==> config.mk <==
export PLATFORM = sky130hd
export DESIGN_NAME = sdr_req_arbiter
export DESIGN_NICKNAME = d
export VERILOG_FILES = /design/src/rtl/sdr_req_arbiter.sv
export SDC_FILE = /design/constraint.sdc
export NUM_CORES = 1
export LEC_CHECK = 0
export BUFFER_PORTS_ARGS = -buffer_cell sky130_fd_sc_hd__buf_2
export CORE_MARGIN = 2
export CORE_UTILIZATION = 35
export CTS_CLUSTER_SIZE = 30
export DETAILED_ROUTE_END_ITERATION = 8
export PLACE_DENSITY_LB_ADDON = 0.1
export SLEW_MARGIN = 25
export SYNTH_ARGS = -nofsm -noshare
export SYNTH_HDL_FRONTEND = slang
export SYNTH_SLANG_ARGS = --single-unit
export TNS_END_PERCENT = 50
==> constraint.sdc <==
create_clock -name clk -period 4.9 [get_ports clk]
set_input_delay 1.47 -clock clk [delete_from_list [all_inputs] [get_ports clk]]
set_output_delay 1.47 -clock clk [all_outputs]
set_load 0.02 [all_outputs]
==> src/rtl/sdr_req_arbiter.sv <==
// ============================================================================
// Module   : sdr_req_arbiter
// Purpose  : Round-robin arbiter sharing one toggle-handshake SDRAM read port
//            between several ROM clients; returns 64-bit lines per client.
// Revision : 1.0
// ============================================================================
`default_nettype none

module sdr_req_arbiter #(
  parameter int NUM_CLIENTS = 3
) (
  input  logic                      clk,
  input  logic                      reset_n,
  input  logic [NUM_CLIENTS-1:0]    client_req,
  output logic [NUM_CLIENTS-1:0]    client_ack,
  input  logic [NUM_CLIENTS*27-1:0] client_addr,
  output logic [NUM_CLIENTS*64-1:0] client_data,
  output logic [26:0]               sdr_addr,
  output logic                      sdr_req,
  input  logic                      sdr_ack,
  input  logic [63:0]               sdr_data
);

  localparam int            IW         = (NUM_CLIENTS > 1) ? $clog2(NUM_CLIENTS) : 1;
  localparam logic [IW:0]   C_NUM      = (IW+1)'(NUM_CLIENTS);
  localparam logic [IW-1:0] C_LAST_RST = IW'(NUM_CLIENTS - 1);
  localparam logic [26:0]   C_ALIGN    = 27'h7FF_FFF8;

  localparam logic [1:0] ST_SYNC = 2'd0;
  localparam logic [1:0] ST_IDLE = 2'd1;
  localparam logic [1:0] ST_WAIT = 2'd2;

  logic [1:0]               r_state;
  logic [IW-1:0]            r_last;
  logic [IW-1:0]            r_grant;
  logic [NUM_CLIENTS-1:0]   r_ack;
  logic [NUM_CLIENTS*64-1:0] r_data;
  logic [26:0]              r_sdr_addr;
  logic                     r_sdr_req;

  logic [NUM_CLIENTS-1:0]   w_pend;
  logic                     w_found;
  logic [IW-1:0]            w_grant;
  logic [IW:0]              w_idx;
  logic [26:0]              w_sel_addr;
  logic                     w_done;

  assign w_pend = client_req ^ r_ack;
  assign w_done = (r_state == ST_WAIT) && (sdr_ack == r_sdr_req);

  // Scan upward from last+1 (wrapping) so the most recently served client
  // is always considered last.
  always_comb begin
    w_found = 1'b0;
    w_grant = '0;
    w_idx   = '0;
    for (int k = 1; k <= NUM_CLIENTS; k++) begin
      w_idx = {1'b0, r_last} + (IW+1)'(k);
      if (w_idx >= C_NUM) begin
        w_idx = w_idx - C_NUM;
      end
      if (!w_found && w_pend[w_idx[IW-1:0]]) begin
        w_found = 1'b1;
        w_grant = w_idx[IW-1:0];
      end
    end
  end

  always_comb begin
    w_sel_addr = '0;
    for (int i = 0; i < NUM_CLIENTS; i++) begin
      if (w_grant == IW'(i)) begin
        w_sel_addr = client_addr[27*i +: 27];
      end
    end
  end

  always_ff @(posedge clk) begin
    if (!reset_n) begin
      r_state    <= ST_SYNC;
      r_last     <= C_LAST_RST;
      r_grant    <= '0;
      r_sdr_addr <= '0;
      r_sdr_req  <= 1'b0;
    end else begin
      case (r_state)
        // Drain any completion left over from before reset.
        ST_SYNC: begin
          if (sdr_ack == r_sdr_req) begin
            r_state <= ST_IDLE;
          end
        end
        ST_IDLE: begin
          if (w_found) begin
            r_sdr_addr <= w_sel_addr & C_ALIGN;
            r_sdr_req  <= ~r_sdr_req;
            r_grant    <= w_grant;
            r_state    <= ST_WAIT;
          end
        end
        ST_WAIT: begin
          if (w_done) begin
            r_last  <= r_grant;
            r_state <= ST_IDLE;
          end
        end
        default: r_state <= ST_SYNC;
      endcase
    end
  end

  always_ff @(posedge clk) begin
    if (!reset_n) begin
      r_ack  <= '0;
      r_data <= '0;
    end else if (w_done) begin
      for (int i = 0; i < NUM_CLIENTS; i++) begin
        if (r_grant == IW'(i)) begin
          r_data[64*i +: 64] <= sdr_data;
          r_ack[i]           <= ~r_ack[i];
        end
      end
    end
  end

  assign client_ack  = r_ack;
  assign client_data = r_data;
  assign sdr_addr    = r_sdr_addr;
  assign sdr_req     = r_sdr_req;

endmodule

`default_nettype wire

# ---- Yosys cells after proc, flatten, opt, wreduce, memory -nomap -nowiden
# Index checks and enable logic that the tools add are counted.
dict set report word_totals {
  output_inout_bits 223
  input_bits 151
  wordCells 74
  regBits 226
}
dict set report classes {
  eq_ne 10
  bitwise_logic 5
  order_cmp 6
  n_reduce_logical 14
  add_sub_neg 6
  muxes 22
}
# op n
set ops {}
lappend ops {{27-bit two-way mux} 3}
lappend ops {{2-bit two-way mux} 9}
lappend ops {{2-bit AND reduction} 5}
lappend ops {{3-bit by 2-bit >= comparator with 1-bit output (second input constant)} 3}
lappend ops {{2-bit by 3-bit < comparator with 1-bit output (second input constant)} 3}
lappend ops {{2-bit by 2-bit adder with 3-bit output (second input constant)} 2}
lappend ops {{1-bit binary-select mux with 2-bit select} 3}
lappend ops {{2-bit by 1-bit equality test with 1-bit output (second input constant)} 3}
lappend ops {{2-bit equality test (second input constant)} 3}
lappend ops {{2-bit zero test} 3}
lappend ops {{1-bit two-way mux} 6}
lappend ops {{2-bit inequality test (second input constant)} 3}
lappend ops {{2-bit one-hot mux with 3 select lines} 1}
lappend ops {{2-bit subtractor (second input constant)} 3}
lappend ops {{1-bit inverter} 4}
lappend ops {{2-bit by 1-bit adder with 3-bit output (second input constant)} 1}
lappend ops {{1-bit logical AND} 3}
lappend ops {{3-bit AND reduction} 1}
lappend ops {{3-bit XOR} 1}
lappend ops {{1-bit zero test} 2}
lappend ops {{1-bit equality test} 1}

# ---- Depth between registers and ports, before layout
dict set report depth {
  word_depth 16
  ltp_mapped 10
  mapped_depth_nobuf 7
}

# ---- Least setup slack after synthesis
# No wires, ideal clock.
dict set report synth_timing {
  path_kind {in2reg}
  from {in sdr_ack}
  to {reg r_data[71] (netlist: client_data[71])}
  path_stages 8
  path_buffers 3
  required_ns 4.768
  setup_ns 0.132
  setup_slack_ns 1.806
  arrival_time_ns 2.962
  cell_sequence {xor2_1 or3b_1 buf_2 or3b_1 buf_2 clkbuf_1 nand2_1 a21oi_1}
}
dict set report synth_between {
  elab_chain_cells 3
}
# element line
set synth_lines {}
lappend synth_lines {{start, declared} 20} ;# input logic sdr_ack,
lappend synth_lines {{1-bit equality test} 49} ;# assign w_done = (r_state == ST_WAIT) && (sdr_ack == r_sdr_req);
lappend synth_lines {{1-bit logical AND} 49}
lappend synth_lines {{2-bit AND reduction (no source line)} n/a}
lappend synth_lines {{end signal, assigned by index} 119} ;# r_data[64*i +: 64] <= sdr_data;
lappend synth_lines {{end, declared} 37} ;# logic [NUM_CLIENTS*64-1:0] r_data;
# No other way between the ends.
# A chain may end at the register's enable or synchronous reset.

# ---- Final worst setup path
dict set report layout_timing {
  from {reg r_last[0]}
  to {reg r_sdr_addr[25] (netlist: sdr_addr[25])}
}
dict set report layout_between {
  elab_chain_cells 16
  elab_cells_between_ends 35
  cone_classes {add/sub (6); order compare (3); eq/ne (2); mux (18); reduce/logical (6)}
}
# element line
set layout_lines {}
lappend layout_lines {{start, declared} 34} ;# logic [IW-1:0] r_last;
lappend layout_lines {{start signal, assigned} 103} ;# r_last <= r_grant;
lappend layout_lines {{2-bit by 1-bit adder with 3-bit output} 58} ;# w_idx = {1'b0, r_last} + (IW+1)'(k);
lappend layout_lines {{3-bit by 2-bit >= comparator with 1-bit output or 2-bit subtractor (tied branches)} {59, 60}}
lappend layout_lines {{2-bit two-way mux} 59} ;# if (w_idx >= C_NUM) begin
lappend layout_lines {{1-bit binary-select mux with 2-bit select} 62} ;# if (!w_found && w_pend[w_idx[IW-1:0]]) begin
lappend layout_lines {{1-bit two-way mux (not written as such)} 62}
lappend layout_lines {{1-bit two-way mux} 62}
lappend layout_lines {{1-bit zero test} 62}
lappend layout_lines {{1-bit logical AND} 62}
lappend layout_lines {{1-bit two-way mux} 62}
lappend layout_lines {{1-bit zero test} 62}
lappend layout_lines {{1-bit logical AND} 62}
lappend layout_lines {{2-bit two-way mux} 62}
lappend layout_lines {{2-bit zero test} 72} ;# if (w_grant == IW'(i)) begin
lappend layout_lines {{27-bit two-way mux (3 in series)} 72}
lappend layout_lines {{end signal, assigned} 95} ;# r_sdr_addr <= w_sel_addr & C_ALIGN;
lappend layout_lines {{end, declared} 38} ;# logic [26:0] r_sdr_addr;
# Parallel ways exist; a longest one is shown, timed or not. The select of a mux whose other input is x is not followed.

==> key figures <==
Outcome
  – Status: complete, no violations

Hold path
  – Min-delay src: client_data[116]$_SDFFE_PN0P_
  – Min-Delay Endpoint: client_data[116]$_SDFFE_PN0P_
  – Worst hold stages: 2
  – Hold Path Class: register to register

Critical path
  – Worst Reg-to-Reg Cells: 7
  – Critical-path top delay cell: or4_1
  – Setup slack, reg-to-reg: 1630 ps
  – Crit. End Element: register
  – CP max stage delay: 830 ps
  – CP max FO: 25
  – Critical-path cell list: inv_1 -> ha_1 -> nand2_1 -> a21oi_2 -> or4_1 -> a21boi_0 -> o311a_1
  – Reg2reg start: r_last[0]$_SDFFE_PN0P_
  – WP data arrival: 3670 ps
  – Worst Setup Start Kind: register
  – FF-to-FF End: sdr_addr[25]$_SDFFE_PN0P_
  – Setup CP Type: register to register
  – Critical Path RT: 5300 ps
  – Worst setup startpoint: r_last[0]$_SDFFE_PN0P_

Timing
  – Min Tclk post-route: 3270 ps
  – Worst Clk Skew: 16.9 ps
  – Final Max Tran Viols: 0
  – Period utilisation layout: 66.7%
  – Slew @ Worst Pin: 987 ps
  – Setup TNS: 0 ps
  – Final-report hold violation count: 0
  – Maximum clock frequency: 0.306 GHz
  – RSZ-0062 raised after global routing: false
  – Slew headroom: 34.2%
  – Final setup viols: 0
  – Setup WS post-layout: 1630 ps

Logic synthesis
  – Yosys top cell by area: dfxtp_1
  – Sequential area share after synthesis: 51.3%
  – Post-Syn Instances: 1093
  – Synth area leaders: dfxtp_1 (51%), nand2_1 (17%), a21oi_1 (13%), o211ai_1 (2.1%), clkbuf_1 (2.1%)
  – Largest family of logic cells by synthesized area: simple AND/OR/NAND/NOR gates
  – Simple-gate share of the synthesized area: 21.0%
  – Average size of a mapped cell: 8.07 sq um
  – Top cell type's share of synthesized area: 51.3%
  – Compound-Gate Fraction of Synth Area: 19.9%
  – Mux share of post-synthesis cell area: 0.341%
  – Synth cell types: 54
  – Flops & latches, synth: 226
  – FFs w/ async S/R, synth: 0%
  – Post-synth top cells: nand2_1 (390), dfxtp_1 (226), a21oi_1 (222), clkbuf_1 (49), buf_2 (28)
  – Post-synth EDFFs: 0
  – Main synth FF type: dfxtp_1
  – Post-Synth Adder-Cell Area: 0.426%
  – Post-Synth XOR/XNOR Area: 1.15%
  – Count leader, synth: nand2_1
  – Syn. warnings: 0
  – Mapped cell area: 8820 sq um

Global routing
  – Largest net degree at the start of global routing: 109
  – Vias in the first global route: 8197
  – Tot GR Track Use: 21.2%
  – First-pass GRT wire length: 45.4 mm
  – Initial antenna violation count: 4
  – Gr ovfl total: 0

Die
  – Full die area: 26500 sq um
  – Initial Utilization: 35.3%
  – Core area: 25000 sq um
  – Die Width: 163 um
  – Standard-cell rows: 58
  – Boundary Pins: 374
  – DIE HEIGHT: 163 um

CTS
  – Clock Sink Count: 226
  – Skew-Pair Late Insertion Delay: 520 ps
  – CTS tree: done
  – Post-CTS setup buffer count: 0
  – TritonCTS Buffers: 26
  – CTS resizes: 0
  – Hold-fix buffer count after cts: 0
  – Worst-case clock buffer depth: 3
  – Clk root buf: clkbuf_16
  – H-tree depth: 1
  – Worst-path clk slew: 60 ps

Placement
  – Placer Congestion: 0.805
  – Inst Count DP: 1712
  – Post-Place Cell Area: 10800 sq um
  – Hpwl dp: 18.7 mm
  – Port bufs: 361
  – Pre-CTS setup slack: 1130 ps

Routing
  – Routed Wire Length: 29.2 mm
  – 1st-iter DRT viols: 536
  – Final antenna-violating net count: 0
  – Via count: 8695
  – DRC: 0
  – Drt via density: 4.94
  – First-pass DRT Iterations: 5
  – Routed len/inst: 16.6 um

Final layout
  – Fin area: 11600 sq um
  – NumNets Final: 1564
  – Layout cells sized above 1: 30.8%
  – Post-route insts no fill: 1760
  – Area growth syn-to-layout: 31.4%
  – Layout fillers: 2582

Power and ir drop
  – Maximum VDD drop: 0.000214 V
  – Final Power: 4220 uW
  – Pleak: 0.00489 uW
  – PwrDens: 364 nW/um^2

Flow run
  – Max-Cap Viols: 0
==> registers in the layout, indices dropped and copies added, names as in the netlist <==
name and cells:
r_grant 2, client_data 192, sdr_req 1, sdr_addr 24, client_ack 3, r_last 2, r_state 2
==> cells by family after synthesis <==
group           after synthesis
simple gates                448
compound gates              292
flops                       226
buf+inv                     111
xor+xnor                      9
fa+ha+maj                     3
mux                           3
other cells                   1
==> area by class of cell <==
class                   count  area, sq um  share of cell area (%)
flip-flops and latches    226         4520                    39.0
multi-input cells         758         3810                    32.9
repair buffers            375         1940                    16.7
clock buffers              41          778                    6.72
well taps                 330          413                    3.56
inverters                  23         91.3                   0.788
clock inverters             5         31.3                   0.270
diodes                      2         5.00                  0.0432
==> worst max path at each step <==
| stage | to | cells after the start | slack (ps) |
|---|---|---|---|
| 6_report | sdr_addr[25]$_SDFFE_PN0P_ | 7 | 1630 |
| 5_1_grt | sdr_addr[25]$_SDFFE_PN0P_ | 7 | 1460 |
| 4_1_cts | sdr_addr[25]$_SDFFE_PN0P_ | 7 | 1650 |
| 3_5_place_dp | sdr_addr[25]$_SDFFE_PN0P_ | 6 | 1130 |
| 3_3_place_gp | sdr_addr[25]$_SDFFE_PN0P_ | 6 | 1090 |
| 2_1_floorplan | client_data[71]$_SDFFE_PN0P_ | 8 | 1810 |
==> critical path, delay by kind of cell, from the launching register on <==
| kind | cells | cell delay (ps) |
|---|---|---|
| and+or+nand+nor | 2 | 1100 |
| buffers and inverters | 1 | 130 |
| DFF | 1 | 430 |
| AOI/OAI and AO/OA | 3 | 930 |
| adders and majority gates | 1 | 540 |
==> metrics by stage <==
stage | hold WS [ps] | util, %
floorplan | 472 | -
global placement | 438 | 43.2
detailed placement | 443 | 43.2
CTS | 452 | 46.4
global route | 469 | 46.4
finish | 448 | 46.4
==> power by group <==
| part | leakage (uW) | switching, uW | internal, uW |
|---|---|---|---|
| registers | 0.00182 | 30.6 | 1890 |
| clock network | 0.000395 | 746 | 1080 |
| logic | 0.00267 | 302 | 167 |
==> placed cells by master (no fill, tap or decap), types with 2 or more instances in the layout <==
| cell type | synthesis | routed |
|---|---|---|
| a21oi_1 | 222 | 222 |
| nor2_1 | 12 | 12 |
| nand2_1 | 390 | 390 |
| clkbuf_1 | 49 | 9 |
| dfxtp_1 | 226 | 226 |
| nor3_1 | 6 | 5 |
| conb_1 | 1 | 3 |
| xor2_1 | 3 | 3 |
| nor4_1 | 13 | 13 |
| mux2i_1 | 3 | 3 |
| clkbuf_8 | 0 | 5 |
| buf_4 | 6 | 12 |
| buf_2 | 28 | 361 |
| clkinv_2 | 0 | 3 |
| nor2b_1 | 3 | 3 |
| nor4_2 | 5 | 5 |
| o21bai_1 | 5 | 5 |
| inv_1 | 23 | 22 |
| o41ai_1 | 4 | 4 |
| or4_1 | 2 | 2 |
| o211ai_1 | 25 | 25 |
| o32ai_1 | 18 | 18 |
| xnor2_2 | 3 | 3 |
| nand2b_1 | 2 | 2 |
| buf_12 | 0 | 2 |
| clkbuf_16 | 0 | 27 |
| xnor2_1 | 3 | 3 |
| nor3b_2 | 0 | 2 |
| ha_1 | 3 | 3 |
| diode_2 | 0 | 2 |
| nor3_2 | 1 | 2 |
==> routing by layer <==
layer	wire [um]	global-route usage (%)
met1	12500	27.5
met2	13400	34.6
met3	2550	6.24
met4	658	5.59
met5	11	0
(Power assumes the default switching activity.)
